==> src/rtl/mcu_cmd_seq_if.sv <==
// Host-to-sequencer command handshake: opcode with valid/ready flow control.
// The host (master) holds i_cmd stable while o_cmd_ready is low.
interface mcu_cmd_seq_if;
  logic       i_cmd_valid;
  logic [2:0] i_cmd;
  logic       o_cmd_ready;

  modport master (output i_cmd_valid, output i_cmd, input o_cmd_ready);
  modport slave  (input i_cmd_valid, input i_cmd, output o_cmd_ready);
endinterface

==> src/rtl/mcu_cmd_seq.sv <==
// Command sequencer driving the MCU phase code {o_eop,o_sop}, block-change strobe and block count.
// Optional sticky illegal-command flag enabled by defining MCU_CMD_SEQ_ERR_EN.
module mcu_cmd_seq #(
  parameter int N_BLOCKS   = 16,
  parameter int CHBLK_W    = 2,
  parameter int SETTLE_CYC = 1,
  localparam int BW        = (N_BLOCKS > 1) ? $clog2(N_BLOCKS) : 1
) (
  input  logic          clk,
  input  logic          rst,
  mcu_cmd_seq_if.slave  cmd,
  output logic          o_sop,
  output logic          o_eop,
  output logic          o_chblk,
  output logic [BW-1:0] o_blk_cnt,
  output logic          o_last_blk,
  output logic          o_err
);

  localparam int CMAX = (CHBLK_W > SETTLE_CYC) ? CHBLK_W : SETTLE_CYC;
  localparam int CW   = (CMAX > 1) ? $clog2(CMAX) : 1;
  localparam logic [BW-1:0] LAST_BLK = BW'(N_BLOCKS - 1);

  localparam logic [2:0] OP_GO_LOAD  = 3'd1;
  localparam logic [2:0] OP_GO_PROC  = 3'd2;
  localparam logic [2:0] OP_GO_OUT   = 3'd3;
  localparam logic [2:0] OP_NEXT_BLK = 3'd4;

  typedef enum logic [1:0] {
    ST_READY, ST_SETTLE, ST_PULSE_HI, ST_PULSE_LO
  } state_t;

  // Encoding is the phase code itself: {o_eop,o_sop}.
  typedef enum logic [1:0] {
    PH_LOAD = 2'b00, PH_PROC = 2'b01, PH_OUT = 2'b10
  } phase_t;

  function automatic phase_t next_phase(input phase_t p);
    case (p)
      PH_LOAD: return PH_PROC;
      PH_PROC: return PH_OUT;
      default: return PH_LOAD;
    endcase
  endfunction

  state_t        state_q;
  phase_t        phase_q;
  logic [CW-1:0] cnt_q;
  logic          ready_q;
  logic          chblk_q;
  logic [BW-1:0] blk_q;
  logic          last_q;

  logic          accept;
  logic          is_go;
  logic          go_legal;
  phase_t        go_tgt;
  logic [BW-1:0] blk_next;

  // NOTE: every signal written in always_comb gets a default first so no latch is inferred.
  always_comb begin
    is_go  = 1'b0;
    go_tgt = PH_LOAD;
    case (cmd.i_cmd)
      OP_GO_LOAD: begin is_go = 1'b1; go_tgt = PH_LOAD; end
      OP_GO_PROC: begin is_go = 1'b1; go_tgt = PH_PROC; end
      OP_GO_OUT:  begin is_go = 1'b1; go_tgt = PH_OUT;  end
      default:    ;
    endcase
    accept   = cmd.i_cmd_valid & ready_q;
    go_legal = is_go && (go_tgt == next_phase(phase_q));
    blk_next = (blk_q == LAST_BLK) ? '0 : blk_q + BW'(1);
  end

  // NOTE: sequential state uses non-blocking assignments so all registers update together.
  always_ff @(posedge clk or negedge rst) begin
    if (!rst) begin
      state_q <= ST_READY;
      phase_q <= PH_LOAD;
      cnt_q   <= '0;
      ready_q <= 1'b1;
      chblk_q <= 1'b0;
      blk_q   <= '0;
      last_q  <= 1'b0;
    end else begin
      case (state_q)
        ST_READY: begin
          if (accept) begin
            if (go_legal) begin
              phase_q <= go_tgt;
              blk_q   <= '0;
              last_q  <= (N_BLOCKS == 1);
              state_q <= ST_SETTLE;
              ready_q <= 1'b0;
              cnt_q   <= CW'(SETTLE_CYC - 1);
            end else if (cmd.i_cmd == OP_NEXT_BLK) begin
              chblk_q <= 1'b1;
              blk_q   <= blk_next;
              last_q  <= (blk_next == LAST_BLK);
              state_q <= ST_PULSE_HI;
              ready_q <= 1'b0;
              cnt_q   <= CW'(CHBLK_W - 1);
            end
          end
        end
        ST_SETTLE: begin
          if (cnt_q == '0) begin
            state_q <= ST_READY;
            ready_q <= 1'b1;
          end else begin
            cnt_q <= cnt_q - CW'(1);
          end
        end
        ST_PULSE_HI: begin
          if (cnt_q == '0) begin
            state_q <= ST_PULSE_LO;
            chblk_q <= 1'b0;
            cnt_q   <= CW'(CHBLK_W - 1);
          end else begin
            cnt_q <= cnt_q - CW'(1);
          end
        end
        ST_PULSE_LO: begin
          // The low gap guarantees a clean edge before any following strobe or phase change.
          if (cnt_q == '0) begin
            state_q <= ST_READY;
            ready_q <= 1'b1;
          end else begin
            cnt_q <= cnt_q - CW'(1);
          end
        end
        default: begin
          state_q <= ST_READY;
          ready_q <= 1'b1;
          chblk_q <= 1'b0;
        end
      endcase
    end
  end

`ifdef MCU_CMD_SEQ_ERR_EN
  localparam logic [2:0] OP_CLR_ERR = 3'd5;

  logic illegal;
  logic err_q;

  assign illegal = (is_go && !go_legal) || (cmd.i_cmd[2:1] == 2'b11);

  always_ff @(posedge clk or negedge rst) begin
    if (!rst) begin
      err_q <= 1'b0;
    end else if (accept) begin
      if (illegal)                       err_q <= 1'b1;
      else if (cmd.i_cmd == OP_CLR_ERR)  err_q <= 1'b0;
    end
  end

  assign o_err = err_q;
`else
  assign o_err = 1'b0;
`endif

  assign cmd.o_cmd_ready = ready_q;
  assign o_sop           = phase_q[0];
  assign o_eop           = phase_q[1];
  assign o_chblk         = chblk_q;
  assign o_blk_cnt       = blk_q;
  assign o_last_blk      = last_q;

endmodule

==> src/flat_wrapper.sv <==
// flat-port wrapper written by rule: the top's interface ports become plain ports
module mcu_cmd_seq_flat 
#(
  parameter int N_BLOCKS   = 16,
  parameter int CHBLK_W    = 2,
  parameter int SETTLE_CYC = 1,
  localparam int BW        = (N_BLOCKS > 1) ? $clog2(N_BLOCKS) : 1
)
  (clk, rst, o_sop, o_eop, o_chblk, o_blk_cnt, o_last_blk, o_err, cmd_i_cmd_valid, cmd_i_cmd, cmd_o_cmd_ready);
  mcu_cmd_seq_if cmd_i ();
  input  logic clk;
  input  logic rst;
  output logic o_sop;
  output logic o_eop;
  output logic o_chblk;
  output logic [BW-1:0] o_blk_cnt;
  output logic o_last_blk;
  output logic o_err;
  input wire logic [$bits(cmd_i.i_cmd_valid)-1:0] cmd_i_cmd_valid;
  input wire logic [$bits(cmd_i.i_cmd)-1:0] cmd_i_cmd;
  output wire logic [$bits(cmd_i.o_cmd_ready)-1:0] cmd_o_cmd_ready;
  assign cmd_i.i_cmd_valid = cmd_i_cmd_valid;
  assign cmd_i.i_cmd = cmd_i_cmd;
  assign cmd_o_cmd_ready = cmd_i.o_cmd_ready;
  mcu_cmd_seq #(.N_BLOCKS(N_BLOCKS), .CHBLK_W(CHBLK_W), .SETTLE_CYC(SETTLE_CYC)) u_core (.clk(clk), .rst(rst), .cmd(cmd_i), .o_sop(o_sop), .o_eop(o_eop), .o_chblk(o_chblk), .o_blk_cnt(o_blk_cnt), .o_last_blk(o_last_blk), .o_err(o_err));
endmodule
==> config.mk <==
export PLATFORM = sky130hd
export DESIGN_NAME = mcu_cmd_seq_flat
export DESIGN_NICKNAME = d
export VERILOG_FILES = /design/src/rtl/mcu_cmd_seq_if.sv /design/src/rtl/mcu_cmd_seq.sv /design/src/flat_wrapper.sv
export SDC_FILE = /design/constraint.sdc
export NUM_CORES = 1
export LEC_CHECK = 0
export CAP_MARGIN = 20
export CORE_AREA = 2 2 39 41
export CTS_CLUSTER_SIZE = 25
export DETAILED_ROUTE_END_ITERATION = 8
export DIE_AREA = 0 0 41 43
export DONT_BUFFER_PORTS = 1
export PLACE_DENSITY = 0.71
export SETUP_SLACK_MARGIN = 0.4
export SYNTH_ARGS = -nofsm -noshare
export SYNTH_HDL_FRONTEND = slang
export SYNTH_SLANG_ARGS = --single-unit
==> constraint.sdc <==
create_clock -name clk -period 2 [get_ports clk]
set_input_delay 0.4 -clock clk [delete_from_list [all_inputs] [get_ports clk]]
set_output_delay 0.4 -clock clk [all_outputs]
set_load 0.005 [all_outputs]
==> results.sh <==
export IMPL_grt_pass1_vias=520
export IMPL_worstHoldPathType="in2reg"
export IMPL_drc=0
export IMPL_rr_startpoint="u_core.cmd.o_cmd_ready$_DFFE_PN1P_"
export IMPL_cts_sinks=12
export IMPL_leakagePower_nw=0.350
export IMPL_combPwrFrac_pct=32.2
export IMPL_htree_levels=1
export IMPL_final_cells=91
export IMPL_ys_top_cells_by_area="dfrtp_1 39%, a21oi_1 5.6%, dfstp_2 3.7%, ha_1 3.5%, a21o_1 3.2%"
export IMPL_min_period_ps=1530
export IMPL_ys_seq_elements=12
export IMPL_port_buffer_count=0
export IMPL_numCtsBuffers=3
export IMPL_post_cts_buffers=0
export IMPL_clkTransAtPathRegs_ps=60
export IMPL_yosys_warnings=0
export IMPL_gp_congestion=0.758
export IMPL_synth_seq_area_share_pct=42.3
export IMPL_power_share_clock_pct=16.2
export IMPL_synth_edf_count=0
export IMPL_power_uw=970
export IMPL_synth_ff_type="dfrtp_1"
export IMPL_swShare_pct=40.3
export IMPL_dieWidth_um=41
export IMPL_ioPinCount=16
export IMPL_synth_cell_type_count=37
export IMPL_dr_pass1_iters=4
export IMPL_postSynthCellCount=73
export IMPL_netlist_area_sq_um=713
export IMPL_cts_tree="yes"
export IMPL_critical_path_class="reg2reg"
export IMPL_r2r_end="u_core.o_blk_cnt[2]$_DFFE_PN0P_"
export IMPL_yosysTopAreaCellShare_pct=38.6
export IMPL_die_height_um=43
export IMPL_hold_depth=1
export IMPL_final_max_slew_viol_count=0
export IMPL_syn2layout_area_growth_pct=6.84
export IMPL_cts_root_buf="clkbuf_4"
export IMPL_dp_cells=86
export IMPL_seqCellArea_sq_um=302
export IMPL_multi_input_area_sq_um=385
export IMPL_coreArea_sq_um=1380
export IMPL_cp_endpoint="u_core.o_blk_cnt[2]$_DFFE_PN0P_"
export IMPL_seqPwrFrac_pct=51.6
export IMPL_first_iter_violations=12
export IMPL_crit_start="u_core.cmd.o_cmd_ready$_DFFE_PN1P_"
export IMPL_setup_viol_count_final=0
export IMPL_die_area_sq_um=1760
export IMPL_tightest_slew_ps=529
export IMPL_start_util_pct=51.5
export IMPL_relSlewSlack_pct=64.6
export IMPL_fmax_mhz=654
export IMPL_finalWirelength_um=1480
export IMPL_power_switching_uw=391
export IMPL_synthArstFlopShare_pct=100
export IMPL_drive_gt1_share_pct=14.7
export IMPL_synth_nets=81
export IMPL_hold_viol=0
export IMPL_clock_path_buffers=2
export IMPL_rows=14
export IMPL_start_kind="register"
export IMPL_nets=84
export IMPL_antenna_found_initial=0
export IMPL_reg2reg_setup_slack_ps=470
export IMPL_final_setup_tns_ps=0
export IMPL_cp_data_required_time_ps=2160
export IMPL_ant_nets=0
export IMPL_gr_total_overflow=0
export IMPL_grt_pass1_wl_um=2330
export IMPL_via_per_inst=6.15
export IMPL_dp_hpwl_um=1050
export IMPL_synth_area_leader_cell="dfrtp_1"
export IMPL_crit_fanout=5
export IMPL_clock_skew_ps=11.7
export IMPL_maxCapViolCount=0
export IMPL_rr_worst_depth=4
export IMPL_clk_latency_ps=280
export IMPL_fillers=136
export IMPL_final_util_pct=55.1
export IMPL_p_int_uw=579
export IMPL_end_kind="register"
export IMPL_power_density_nw_per_um2=1270
export IMPL_grt_start_max_net_pins=13
export IMPL_status="complete, no violations"
export IMPL_fin_crit_sh_pct=76.4
export IMPL_track_usage_pct=20.1
export IMPL_peakVddDrop_mv=0.591
export IMPL_rsz0062_at_grt="false"
export IMPL_vias=560
export IMPL_diodes=0
export IMPL_post_drt_wl_per_cell_um=16.2
export IMPL_worstPathArrival_ps=1690
export IMPL_syn_area_per_cell_sq_um=9.77
==> through the flow <==
stage                     cell area [sq um]  setup WS (ps)  hold WS (ps)
after floorplan                         713            514           104
after global placement                  718            471           105
after detailed placement                718            430           105
after CTS                               754            418           180
after global routing                    762            403           182
final                                   762            472           190
==> synthesized netlist by cell type (2+ instances only) <==
library cell	number
a21o_1	3
clkbuf_1	2
a211oi_1	2
nor2_1	2
o21ai_0	3
ha_1	2
dfrtp_1	11
inv_1	5
a21oi_1	8
nor3_1	3
nand2_1	6
==> sequential cells by signal, indices dropped and copies added, names as in the netlist <==
| signal | cells |
|---|---|
| u_core.o_blk_cnt | 4 |
| u_core.cmd.o_cmd_ready | 1 |
| u_core.state_q | 2 |
| u_core.o_last_blk | 1 |
| u_core.o_chblk | 1 |
| u_core.cnt_q | 1 |
| u_core.phase_q | 2 |
==> cell families after synthesis <==
family                   Yosys count  share of synthesized area (%)
AO/OA/AOI/OAI                     26                           26.0
AND/OR/NAND/NOR                   23                           21.8
flip-flops                        12                           42.3
buffers and inverters              8                           4.74
adder cells (fa/ha/maj)            2                           3.51
XOR/XNOR                           1                           1.23
other                              1                          0.526
==> how the worst min path moves through the flow <==
stage	from	to	slack (ps)
after global placement	rst	u_core.o_chblk$_DFFE_PN0P_	100
after global routing	cmd_i_cmd_valid	u_core.cmd.o_cmd_ready$_DFFE_PN1P_	180
after floorplan	rst	u_core.cnt_q$_DFFE_PN0P_	100
final	cmd_i_cmd_valid	u_core.cmd.o_cmd_ready$_DFFE_PN1P_	190
after CTS	cmd_i_cmd_valid	u_core.cmd.o_cmd_ready$_DFFE_PN1P_	180
after detailed placement	rst	u_core.o_chblk$_DFFE_PN0P_	100
==> metal layers <==
layer,GRT usage (%),vias to the layer above,wire (um)
met5,0,-,0
met1,25.4,269,670
li1,-,272,-
met4,14.0,0,30
met2,28.1,15,703
met3,5.76,4,72
==> cell usage in the layout (no fill, tap or decap), drive strengths merged <==
cell type / netlist / layout
nor4b: 1 / 1
o21ai: 4 / 4
clkbuf: 2 / 4
and3: 1 / 1
nand2: 6 / 6
dfstp: 1 / 1
ha: 2 / 2
and4bb: 2 / 2
o31ai: 1 / 1
or3b: 1 / 1
nor3b: 1 / 1
a311oi: 1 / 1
inv: 5 / 5
dlygate4sd3: 0 / 1
nor2: 2 / 2
a32o: 1 / 1
nand2b: 1 / 1
conb: 1 / 1
xor2: 1 / 1
a31oi: 1 / 1
o41ai: 1 / 1
a211oi: 2 / 2
and4b: 1 / 1
nor3: 3 / 3
o2bb2ai: 1 / 1
and3b: 1 / 1
a22o: 1 / 1
and2: 1 / 1
or3: 1 / 1
dfrtp: 11 / 11
a21oi: 8 / 8
nand4b: 1 / 1
o22a: 1 / 1
a21o: 4 / 4
==> power groups by stage <==
stage	clock, mW	sequential, mW	combinational, mW
after floorplan	0	0.434	0.290
after global placement	0	0.497	0.286
after detailed placement	0	0.501	0.297
after CTS	0.163	0.496	0.306
after global routing	0.177	0.524	0.356
final	0.158	0.500	0.312
==> critical path, stage by stage, from the launching register on <==
cell,delay (ps)
dfstp_2,580
nand2_2,80
or3_4,340
a21o_4,210
a22o_1,200
==> what timing repair did <==
action | 4_1_cts | 5_1_grt
gates resized for setup | 0 | 2
hold endpoints to repair | 12 | 0
setup endpoints to repair | 0 | 3
hold buffers | 1 | 0
==> area by class of cell <==
type | count | area share [%]
flip-flops and latches | 12 | 39.6
multi-input cells | 53 | 50.6
clock buffers | 4 | 3.45
well taps | 16 | 2.63
inverters | 5 | 2.46
repair buffers | 1 | 1.31
Power figures use the tool's default switching activity.
